File: config.mk
export PLATFORM = sky130hd
export DESIGN_NAME = pipe_skid_reg
export DESIGN_NICKNAME = d
export VERILOG_FILES = /design/src/rtl/pipe_pkg.sv /design/src/rtl/perf_sat_counter.sv /design/src/rtl/pipe_skid_reg.sv
export SDC_FILE = /design/constraint.sdc
export NUM_CORES = 1
export LEC_CHECK = 0
export ABC_AREA = 1
export CORE_ASPECT_RATIO = 0.8
export CORE_MARGIN = 2
export CORE_UTILIZATION = 52
export DETAILED_ROUTE_END_ITERATION = 16
export GPL_TIMING_DRIVEN = 0
export PLACE_DENSITY_LB_ADDON = 0.05
export SYNTH_ARGS = -nofsm -noshare
export SYNTH_HDL_FRONTEND = slang
export SYNTH_SLANG_ARGS = --single-unit
File: constraint.sdc
create_clock -name clk -period 2.2 [get_ports clk]
set_clock_uncertainty 0.15 [all_clocks]
set_input_delay 0.44 -clock clk [delete_from_list [all_inputs] [get_ports clk]]
set_output_delay 0.44 -clock clk [all_outputs]
set_load 0.01 [all_outputs]
File: src/rtl/pipe_pkg.sv
// ----------------------------------------------------------------------------
// pipe_pkg
//   Shared definitions for the pipeline skid register:
//     state_t     - occupancy state; the encoding equals the entry count, so
//                   the occupancy port is driven straight from the state.
//     DEF_DATA_W  - default payload width (instr, pc, pc8 packed).
//     DEF_CNT_W   - default stall-counter width.
//     NOP         - instruction word presented downstream while no payload
//                   is live.
// ----------------------------------------------------------------------------
package pipe_pkg;

    typedef enum logic [1:0] {
        EMPTY = 2'd0,   // no live entry
        ONE   = 2'd1,   // main entry live
        FULL  = 2'd2    // main and skid entries live
    } state_t;

    localparam int DEF_DATA_W = 96;
    localparam int DEF_CNT_W  = 16;

    localparam logic [31:0] NOP = 32'h0000_0000;

endpackage

File: src/rtl/perf_sat_counter.sv
// ----------------------------------------------------------------------------
// perf_sat_counter
//   Saturating event counter. Counts cycles with inc=1 and sticks at the
//   all-ones value instead of wrapping.
//   Ports:
//     clk   - clock, rising edge
//     reset - asynchronous, active-low reset (clears the count)
//     inc   - count this cycle
//     cnt   - current count, W bits
// ----------------------------------------------------------------------------
module perf_sat_counter #(
    parameter int W = 16
) (
    input  logic         clk,
    input  logic         reset,
    input  logic         inc,
    output logic [W-1:0] cnt
);

    localparam logic [W-1:0] MAX = {W{1'b1}};

    always_ff @(posedge clk or negedge reset) begin
        if (!reset) begin
            cnt <= '0;
        end else if (inc && (cnt != MAX)) begin
            cnt <= cnt + W'(1);
        end
    end

endmodule

File: src/rtl/pipe_skid_reg.sv
// ----------------------------------------------------------------------------
// pipe_skid_reg
//   Two-entry pipeline register (main M + skid S) with valid/ready handshakes
//   on both sides. in_ready is registered, so out_ready never reaches it
//   combinationally; the skid entry absorbs the one payload that can arrive
//   in the cycle back-pressure appears. Full throughput at out_ready=1,
//   one-cycle latency from accept to out_valid.
//   Ports:
//     clk       - clock, rising edge
//     reset     - asynchronous, active-low reset
//     in_valid  - upstream offers in_data
//     in_data   - upstream payload, DATA_W bits
//     in_ready  - block accepts a payload this cycle (registered)
//     out_valid - out_data holds a live payload
//     out_data  - payload to downstream (NOP/zero when idle if ZERO_BUBBLE)
//     out_ready - downstream consumes the payload
//     flush     - kill every held payload; a same-cycle accept is dropped
//     occupancy - live entries, 0..2
//     stall_cnt - saturating count of cycles with out_valid & !out_ready
// ----------------------------------------------------------------------------
module pipe_skid_reg
    import pipe_pkg::*;
#(
    parameter int DATA_W      = DEF_DATA_W,
    parameter int CNT_W       = DEF_CNT_W,
    parameter bit ZERO_BUBBLE = 1'b1
) (
    input  logic              clk,
    input  logic              reset,
    input  logic              in_valid,
    input  logic [DATA_W-1:0] in_data,
    output logic              in_ready,
    output logic              out_valid,
    output logic [DATA_W-1:0] out_data,
    input  logic              out_ready,
    input  logic              flush,
    output logic [1:0]        occupancy,
    output logic [CNT_W-1:0]  stall_cnt
);

    localparam logic [DATA_W-1:0] BUBBLE = DATA_W'(NOP);

    state_t            state, nxt_state;
    logic [DATA_W-1:0] m_data, nxt_m_data;
    logic [DATA_W-1:0] s_data, nxt_s_data;
    logic              rdy_q, nxt_rdy;
    logic              m_valid, s_valid;
    logic              accept, take;

    // Valid bits follow directly from the state: M is live in ONE/FULL,
    // S only in FULL.
    assign m_valid = (state != EMPTY);
    assign s_valid = (state == FULL);

    assign in_ready  = rdy_q;
    assign out_valid = m_valid;
    assign out_data  = (ZERO_BUBBLE && !m_valid) ? BUBBLE : m_data;
    assign occupancy = state;

    assign accept = in_valid & rdy_q;
    assign take   = m_valid & out_ready;

    // ------------------------------------------------------------------
    // State register
    // ------------------------------------------------------------------
    always_ff @(posedge clk or negedge reset) begin
        if (!reset) begin
            state  <= EMPTY;
            m_data <= '0;
            s_data <= '0;
            rdy_q  <= 1'b1;
        end else begin
            state  <= nxt_state;
            m_data <= nxt_m_data;
            s_data <= nxt_s_data;
            rdy_q  <= nxt_rdy;
        end
    end

    // ------------------------------------------------------------------
    // Next state. In FULL rdy_q is 0, so accept is already masked and
    // in_valid cannot disturb the held pair.
    // ------------------------------------------------------------------
    always_comb begin
        nxt_state  = state;
        nxt_m_data = m_data;
        nxt_s_data = s_data;

        unique case (state)
            EMPTY: begin
                if (accept) begin
                    nxt_m_data = in_data;
                    nxt_state  = ONE;
                end
            end
            ONE: begin
                if (accept && take) begin
                    nxt_m_data = in_data;
                end else if (accept) begin
                    nxt_s_data = in_data;
                    nxt_state  = FULL;
                end else if (take) begin
                    nxt_state  = EMPTY;
                end
            end
            FULL: begin
                if (take) begin
                    nxt_m_data = s_data;
                    nxt_state  = ONE;
                end
            end
            default: begin
                nxt_state = EMPTY;
            end
        endcase

        // Flush wins over everything above; a take in the same cycle has
        // already been seen downstream, so it still counts as delivered.
        if (flush) begin
            nxt_state  = EMPTY;
            nxt_m_data = '0;
            nxt_s_data = '0;
        end

        // Ready for the next cycle is a function of the next state only,
        // which keeps out_ready off the combinational in_ready path.
        nxt_rdy = (nxt_state != FULL);
    end

    // ------------------------------------------------------------------
    // Back-pressure counter: independent of flush, cleared only by reset.
    // ------------------------------------------------------------------
    perf_sat_counter #(
        .W (CNT_W)
    ) u_stall_cnt (
        .clk   (clk),
        .reset (reset),
        .inc   (m_valid & ~out_ready),
        .cnt   (stall_cnt)
    );

    // s_valid only documents the skid entry; keep it referenced.
    logic unused_ok;
    assign unused_ok = s_valid;

endmodule

* Yosys cells after proc, flatten, opt, wreduce, memory -nomap -nowiden
Cells that the tools add are included.
** Storage, ports and cells
- Bits in read-only memories :: 0
- Input port bits :: 101
- Bits in latches :: 0
- Register bits :: 211
- Memories :: 0
- Memory bits (writable) :: 0
- Output and inout bits :: 116
- Word-level logic and storage cells :: 43
** Operators by class
- Reductions and logical operators :: 9
- Multiplexer cells :: 16
- Magnitude comparators :: 0
- Multiply operators :: 0
- Eq/ne operators :: 8
- Div/mod/pow operators :: 0
- Shift operators :: 0
- Bitwise operators :: 4
- $add $sub $neg :: 1
** Operator list (count)
- 2-to-1 mux 96 bit :: 8
- one-hot mux 96 bit (3 select lines) :: 1
- adder 16 x 1 -> 16 bit (second input constant) :: 1
- inequality test 16 bit (second input constant) :: 1
- 2-to-1 mux 2 bit :: 6
- inequality test 3 bit (second input constant) :: 2
- one-hot mux 2 bit (3 select lines) :: 1
- nonzero test 2 bit :: 3
- inequality test 2 bit (second input constant) :: 2
- AND reduction 4 bit :: 1
- nonzero test 4 bit :: 1
- bitwise AND 1 bit :: 3
- inequality test 3 x 2 -> 1 bit (second input constant) :: 1
- AND reduction 3 bit :: 1
- equality test 2 x 1 -> 1 bit (second input constant) :: 1
- equality test 2 bit (second input constant) :: 1
- logical AND 1 bit :: 2
- zero test 2 bit :: 1
- NOT 1 bit :: 1

* Depth between registers and ports, before layout
Gate-level depths: netlist (run 1).
- Depth after elaboration :: 8
- Gate-level depth with buffers :: 12
- Depth with buffers taken out :: 10

* Hierarchy
A second synthesis (run 1) with hierarchy kept.
** Second synthesis, totals
- Cell total of the unflattened synthesis :: 1455
- Area total of the unflattened synthesis :: 11150.7 µm²
** By module, submodules not included
- pipe_skid_reg :: sequential area each 4880.9 µm², cells each 1306, instances 1, area each 10092.2 µm²
- perf_sat_counter :: sequential area each 400.4 µm², cells each 149, instances 1, area each 1058.5 µm²

* Least setup slack after synthesis (run 1)
Ideal clock, no wire load.
- Path kind :: register to output
- Start point :: reg state[0] (netlist: occupancy[0])
- End point :: out out_data[55]
- Cell stages (with the launch flop) :: 7
- Setup slack :: 0.069 ns
- Data arrival time :: 1.541 ns
- Cells stage by stage :: dfrtp_1 -> inv_1 -> ha_1 -> buf_4 -> clkbuf_1 -> buf_1 -> nor2_1
** Between the ends
- Cells in the longest elaborated chain, start to end :: 2
** RTL lines
- start, declared :: line pipe_skid_reg.sv:43 : state_t state, nxt_state;
- start signal, assigned :: line pipe_skid_reg.sv:73 : state <= nxt_state;
- nonzero test 2 bit :: line pipe_skid_reg.sv:52 : assign m_valid = (state != EMPTY);
- 2-to-1 mux 96 bit :: line pipe_skid_reg.sv:57 : assign out_data = (ZERO_BUBBLE && !m_valid) ? BUBBLE : m_data;
- end, declared :: line pipe_skid_reg.sv:34 : output logic [DATA_W-1:0] out_data,
No other way between the ends.

* Worst setup path after layout (run 1)
- Start point :: reg state[1] (netlist: occupancy[1])
- End point :: out out_data[83]
Same word-level chain as after synthesis.

==> results.yml, run 1 <==
status:
  run_status: "finished, violations left"
  violations: "setup timing"
die:
  die_y_um: 131
  initial_core_util: 0.531
  dieArea_um2: 21400
  coreArea_um2: 19900
  num_rows: 46
  num_io_pins: 217
  die_w_um: 163
drt:
  drcViolationCount: 0
  drt_iter0_drc: 785
  wirelength_um: 30900
  wire_per_inst_um: 15.5
  first_pass_iters: 5
  vias_per_cell: 5.11
  vias: 10208
  ant_nets: 0
finish:
  stdcell_count: 1997
  fill_cells: 1355
  finalNetCount: 1826
  n_antenna_cell: 0
  fin_util: 0.784
  seq_area_um2: 5280
  area_growth_pct: 47.7
  finalInstanceArea_um2: 15600
  multi_input_area_um2: 4520
  drive_above_1_share: 0.250
power_and_ir_drop:
  clkPwrFrac: 0.321
  p_leak_nw: 7.62
  switching_share: 0.307
  vdd_drop_max_uv: 463
  power.density_nw_per_um2: 747
  power_frac_seq: 0.395
  p_comb_frac: 0.284
  total_power_mw: 11.6
  p_sw_mw: 3.57
  p_int_mw: 8.06
timing:
  layout_worst_path_cycle_share: 1.13
  setup_violations: 212
  rsz0062_at_grt: "true"
  timing.final.ws_setup_ns: -0.292
  fin_crit_ns: 2.49
  finalMaxSlewViolations: 0
  relSlewSlack: 0.535
  final_hold_viol_count: 0
  fmaxAchievable_mhz: 401
  tightestPinTransition_ns: 0.697
logic_synthesis:
  avgSynthCellArea_um2: 7.40
  synth-edff-count: 0
  yosysTopAreaCell: "dfrtp_1"
  synthArstFlopShare: 1.00
  synth_area_leaders: "dfrtp_1, nand2_1, inv_1"
  ys.warnings.count: 0
  yosysUniqueCellTypes: 28
  ys_ff_latch: 211
  synthCells: 1424
  synthTopCellsByCount: "nand2_1, inv_1, dfrtp_1, nor2_1, nand3_1"
  synth.most_common_cell: "nand2_1"
  synth_top_area_frac: 0.498
  ys_seq_area_frac: 0.501
  synth_area_um2: 10500
  synth_flop_cell: "dfrtp_1"
  syn_nets: 1530
grt:
  antenna_found_initial: 1
  grt-ovfl-total: 0
  track_usage: 0.269
  grt_pass1_wl_um: 47000
  grt_max_degree: 120
  grt_pass1_vias: 9329
placement:
  post-place-cells: 1905
  io_buffers: 216
  dp_hpwl_um: 19200
  dpl_cell_area_um2: 13100
  gp_congestion: 0.830
clock_tree:
  root_buffer: "clkbuf_16"
  h-tree-depth: 1
  clk_path_buf_depth: 3
  clock_sinks: 211
  worstSkewPairLatency_ns: 0.50
  clkSlewWorstSetupHoldPaths_ns: 0.06
  cts_tree: "done"
  numCtsBuffers: 22
critical_path:
  cp_data_arrival_time_ns: 1.90
  end_kind: "output port"
  r2r_end: "m_data[35]"
  r2r_start: "occupancy[0]"
  worstPathRequired_ns: 1.61
  crit_path_start_kind: "register"
  worstRegToRegCells: 17
  reg2reg_slack_ns: -0.23
  cp-startpoint: "occupancy[1]"
  crit_end: "out_data[83]"
  path_class: "register to output port"
  worstPathMaxFanout: 9
flow_run:
  max_cap_violations: 0
min_path:
  hold_path.class: "register to register"
[per-stage QoR]
step | TNS, ns | setup WS, ns | hold slack [ns]
after detailed placement | -126.32 | -0.977 | 0.308
after global placement | -1886.03 | -8.40 | 0.303
after floorplan | 0 | 0.0686 | -0.00559
after global routing | -51.02 | -0.386 | 0.344
final | -33.49 | -0.292 | 0.318
after CTS | -40.76 | -0.288 | 0.322
[how the worst min path moves through the flow]
stage,start,end,slack [ns],cells after the start
after floorplan,reset,m_data[0],-0.006,0
after global placement,m_data[2],m_data[2],0.30,2
after detailed placement,m_data[65],m_data[65],0.31,2
after CTS,m_data[65],m_data[65],0.32,2
after global routing,m_data[63],m_data[63],0.34,2
final,m_data[95],m_data[95],0.32,2
[cell usage in the layout (no fill, tap or decap), types with 38 or more instances in the layout]
cell / n
buf_2: 61
buf_6: 53
clkbuf_16: 38
clkdlybuf4s50_1: 116
dfrtp_1: 209
inv_1: 306
nand2_1: 275
nand2_2: 72
nand3_1: 114
nor2_1: 48
o21ai_0: 108
o22ai_1: 71
[what timing repair did]
item,in CTS,in global routing
buffers inserted,23,18
hold buffers,1,0
endpoints found under the setup margin,299,295
cloned,7,10
endpoints found under the hold margin,91,0
resized for setup,477,363
pin swaps,31,23
[flip-flops by register name, indices dropped and copies added (netlist names)]
name,cells
m_data,96
in_ready,1
occupancy,2
u_stall_cnt.cnt,16
s_data,96
[worst max-delay path, stage by stage (launching register included)]
cell and delay [ns]:
dfrtp_1 0.37, inv_2 0.07, ha_4 0.16, buf_8 0.14, clkbuf_16 0.20, clkbuf_16 0.18, nor2_1 0.13, buf_2 0.15
[logic make-up (layout without fill, tap and decap cells)]
logic type,count (synthesis),count (layout),share of synthesized area
buf+inv,396,705,0.147
fa+ha+maj,5,5,0.00593
flops,211,211,0.501
simple gates,597,597,0.230
xor+xnor,8,8,0.00665
compound gates,207,207,0.110
[power by group through the flow]
stage          Sequential [mW]  Combinational (mW)  Clock, mW
2_1_floorplan             4.58                1.23          0
3_3_place_gp              4.60                2.17          0
3_5_place_dp              4.61                2.22          0
4_1_cts                   4.55                2.73       3.76
5_1_grt                   4.65                3.58       3.90
6_report                  4.59                3.31       3.73
[per-layer routing]
metal | up-vias | routed length (µm) | track usage | part of all wire
li1 | 4959 | - | - | -
met1 | 4827 | 13500 | 0.398 | 0.44
met2 | 361 | 14700 | 0.417 | 0.47
met3 | 59 | 2060 | 0.0420 | 0.067
met4 | 2 | 693 | 0.0678 | 0.022
met5 | - | 13 | 0 | 0.00042
[layout make-up]
type / instances / share of cell area
sequential: 211 / 0.339
multi-input combinational: 817 / 0.290
timing repair buffer: 273 / 0.176
inverter: 311 / 0.0754
buffer: 84 / 0.0519
clock buffer: 34 / 0.0435
tap: 264 / 0.0212
clock inverter: 3 / 0.00257
(Power assumes the default switching activity.)
==> run 2: changes to the inputs <==
--- a/config.mk
+++ b/config.mk
@@ -9,8 +9,10 @@
 export CORE_ASPECT_RATIO = 0.8
 export CORE_MARGIN = 2
 export CORE_UTILIZATION = 52
+export CTS_BUF_LIST = sky130_fd_sc_hd__clkbuf_16
 export DETAILED_ROUTE_END_ITERATION = 16
 export GPL_TIMING_DRIVEN = 0
+export HOLD_SLACK_MARGIN = 0.02
 export PLACE_DENSITY_LB_ADDON = 0.05
 export SYNTH_ARGS = -nofsm -noshare
 export SYNTH_HDL_FRONTEND = slang
==> run 2 against run 1 <==
Against the previous run: the run still ends with setup timing left; cell count shrank 0.80%; largest cell class unchanged; design area shrank 4.7%; largest power group unchanged; maximum frequency grew 3.1%; total power shrank 4.5%; setup slack gained 0.074 ns.
==> results.yml, run 2 (synthesis gave the netlist of run 1 again) <==
placement:
  gp_congestion: 0.830
  dp_hpwl_um: 19200
  post-place-cells: 1905
  place_ws_ns: -0.977
  io_buffers: 216
timing:
  setup_violations: 191
  timing.final.ws_setup_ns: -0.217
  rsz0062_at_grt: "true"
  tightestPinTransition_ns: 0.703
  tns_ns: -26.64
  fmaxAchievable_mhz: 414
  layout_worst_path_cycle_share: 1.10
  fin_crit_ns: 2.42
  finalMaxSlewViolations: 0
  final_hold_viol_count: 0
  relSlewSlack: 0.531
drt:
  wirelength_um: 29500
  wire_per_inst_um: 14.9
  vias_per_cell: 5.04
  drt_iter0_drc: 658
  drcViolationCount: 0
  first_pass_iters: 6
  ant_nets: 0
  vias: 9991
clock_tree:
  clock_sinks: 211
  cts_tree: "done"
  worstSkewPairLatency_ns: 0.51
  numCtsBuffers: 22
  clkSlewWorstSetupHoldPaths_ns: 0.06
  clk_path_buf_depth: 3
  root_buffer: "clkbuf_16"
  h-tree-depth: 1
power_and_ir_drop:
  p_sw_mw: 3.43
  p_leak_nw: 7.23
  power.density_nw_per_um2: 748
  clkPwrFrac: 0.315
  switching_share: 0.309
  p_comb_frac: 0.275
  power_frac_seq: 0.410
  p_int_mw: 7.68
  vdd_drop_max_uv: 463
grt:
  grt-ovfl-total: 0
  track_usage: 0.273
  grt_pass1_wl_um: 47600
  antenna_found_initial: 1
  grt_pass1_vias: 9434
  grt_max_degree: 120
die:
  num_rows: 46
  die_y_um: 131
  dieArea_um2: 21400
  num_io_pins: 217
  initial_core_util: 0.531
  coreArea_um2: 19900
  die_w_um: 163
min_path:
  hold_path.class: "register to register"
critical_path:
  crit_chain: "inv_2 > ha_4 > buf_8 > clkbuf_16 > clkbuf_16 > nor2_1 > buf_2"
  slowest_stage: "dfrtp_1"
  critPathMaxStageDelay_ns: 0.36
  worstPathMaxFanout: 8
  path_class: "register to output port"
  end_kind: "output port"
  worstPathRequired_ns: 1.61
  crit_path_start_kind: "register"
  cp_data_arrival_time_ns: 1.83
  critPathTopFamily: "buffers and inverters"
  crit_path_frequent_cell: "clkbuf_16"
  crit_buf_inv: 5
finish:
  drive_above_1_share: 0.186
  fin_util: 0.748
  n_antenna_cell: 0
  finalNetCount: 1810
  final_cell_mix: "nand2_1, inv_1, dfrtp_1"
  area_growth_pct: 40.8
  stdcell_count: 1981
  reg_top3: "m_data: 96 flops, s_data: 96 flops, u_stall_cnt.cnt: 16 flops"
  final_common_cell: "nand2_1"
  fill_cells: 1517
status:
  run_status: "finished, violations left"
  violations: "setup timing"
flow_run:
  max_cap_violations: 0
run 2: cell count changes in the layout (fill, tap and decap cells not counted), moves of 6 or more:
cell       before  now
buf_4          20   13
buf_8          23   15
clkbuf_1       24   31
clkbuf_16      38   31
clkbuf_2       13    3
clkinv_1        0    6
nand2_1       275  333
nand2_2        72   24
nand2_4         9    0
nor2_2         37   30
nor2_4         35   43
o22ai_1        71   96
o22ai_2        23    0
run 2: power groups by stage:
| stage | Sequential (mW) | Clock, mW | Combinational (mW) |
|---|---|---|---|
| 2_1_floorplan | 4.58 | 0 | 1.23 |
| 3_3_place_gp | 4.60 | 0 | 2.17 |
| 3_5_place_dp | 4.61 | 0 | 2.22 |
| 4_1_cts | 4.54 | 3.52 | 2.78 |
| 5_1_grt | 4.61 | 3.67 | 3.33 |
| 6_report | 4.56 | 3.50 | 3.05 |
run 2: layout make-up:
type	count	area, µm²	share of cell area
inverters	311	1170	0.0786
clock buffers	23	576	0.0388
multi-input cells	817	4180	0.282
clock inverters	14	81.3	0.00548
flip-flops and latches	211	5280	0.356
plain buffers	83	669	0.0451
repair buffers	258	2560	0.172
well taps	264	330	0.0222
run 2: worst min-delay path, cell delays in order, from the launching register on:
cell	delay (ns)
dfrtp_1	0.34
nand2_1	0.05
nand2_1	0.04
run 2: worst paths after layout:
check | startpoint | end | slack, ns | cells past startpoint
worst max-delay path | occupancy[1] | out_data[83] | -0.22 | 7
worst min-delay path | m_data[65] | m_data[65] | 0.32 | 2
worst max register to register | occupancy[1] | m_data[33] | -0.20 | 14
worst min register to register | m_data[65] | m_data[65] | 0.32 | 2
max in group asynchronous | reset | s_data[0] | 0.50 | 3
min in group asynchronous | reset | u_stall_cnt.cnt[4] | 0.38 | 2
run 2: per-layer routing:
| metal | vias up | track usage | part of all wire |
|---|---|---|---|
| met1 | 4641 | 0.397 | 0.45 |
| li1 | 4927 | - | - |
| met3 | 65 | 0.0496 | 0.063 |
| met4 | 2 | 0.0703 | 0.024 |
| met2 | 356 | 0.424 | 0.46 |
| met5 | - | 0 | 0.00037 |
run 2: through the flow:
step / total power, mW / cell area [µm²] / hold WS, ns
final: 11.1 / 14800 / 0.318
after global placement: 6.78 / 13000 / 0.303
after detailed placement: 6.83 / 13100 / 0.308
after CTS: 10.8 / 14300 / 0.322
after global routing: 11.6 / 14800 / 0.343
after floorplan: 5.81 / 10500 / -0.00559
run 2: what timing repair did:
action | in CTS | in global routing
buffers inserted | 22 | 6
setup endpoints to repair | 299 | 288
resized for setup | 537 | 150
gates cloned | 10 | 3
pin swaps | 29 | 25
hold buffers | 1 | 0
hold endpoints to repair | 91 | 0
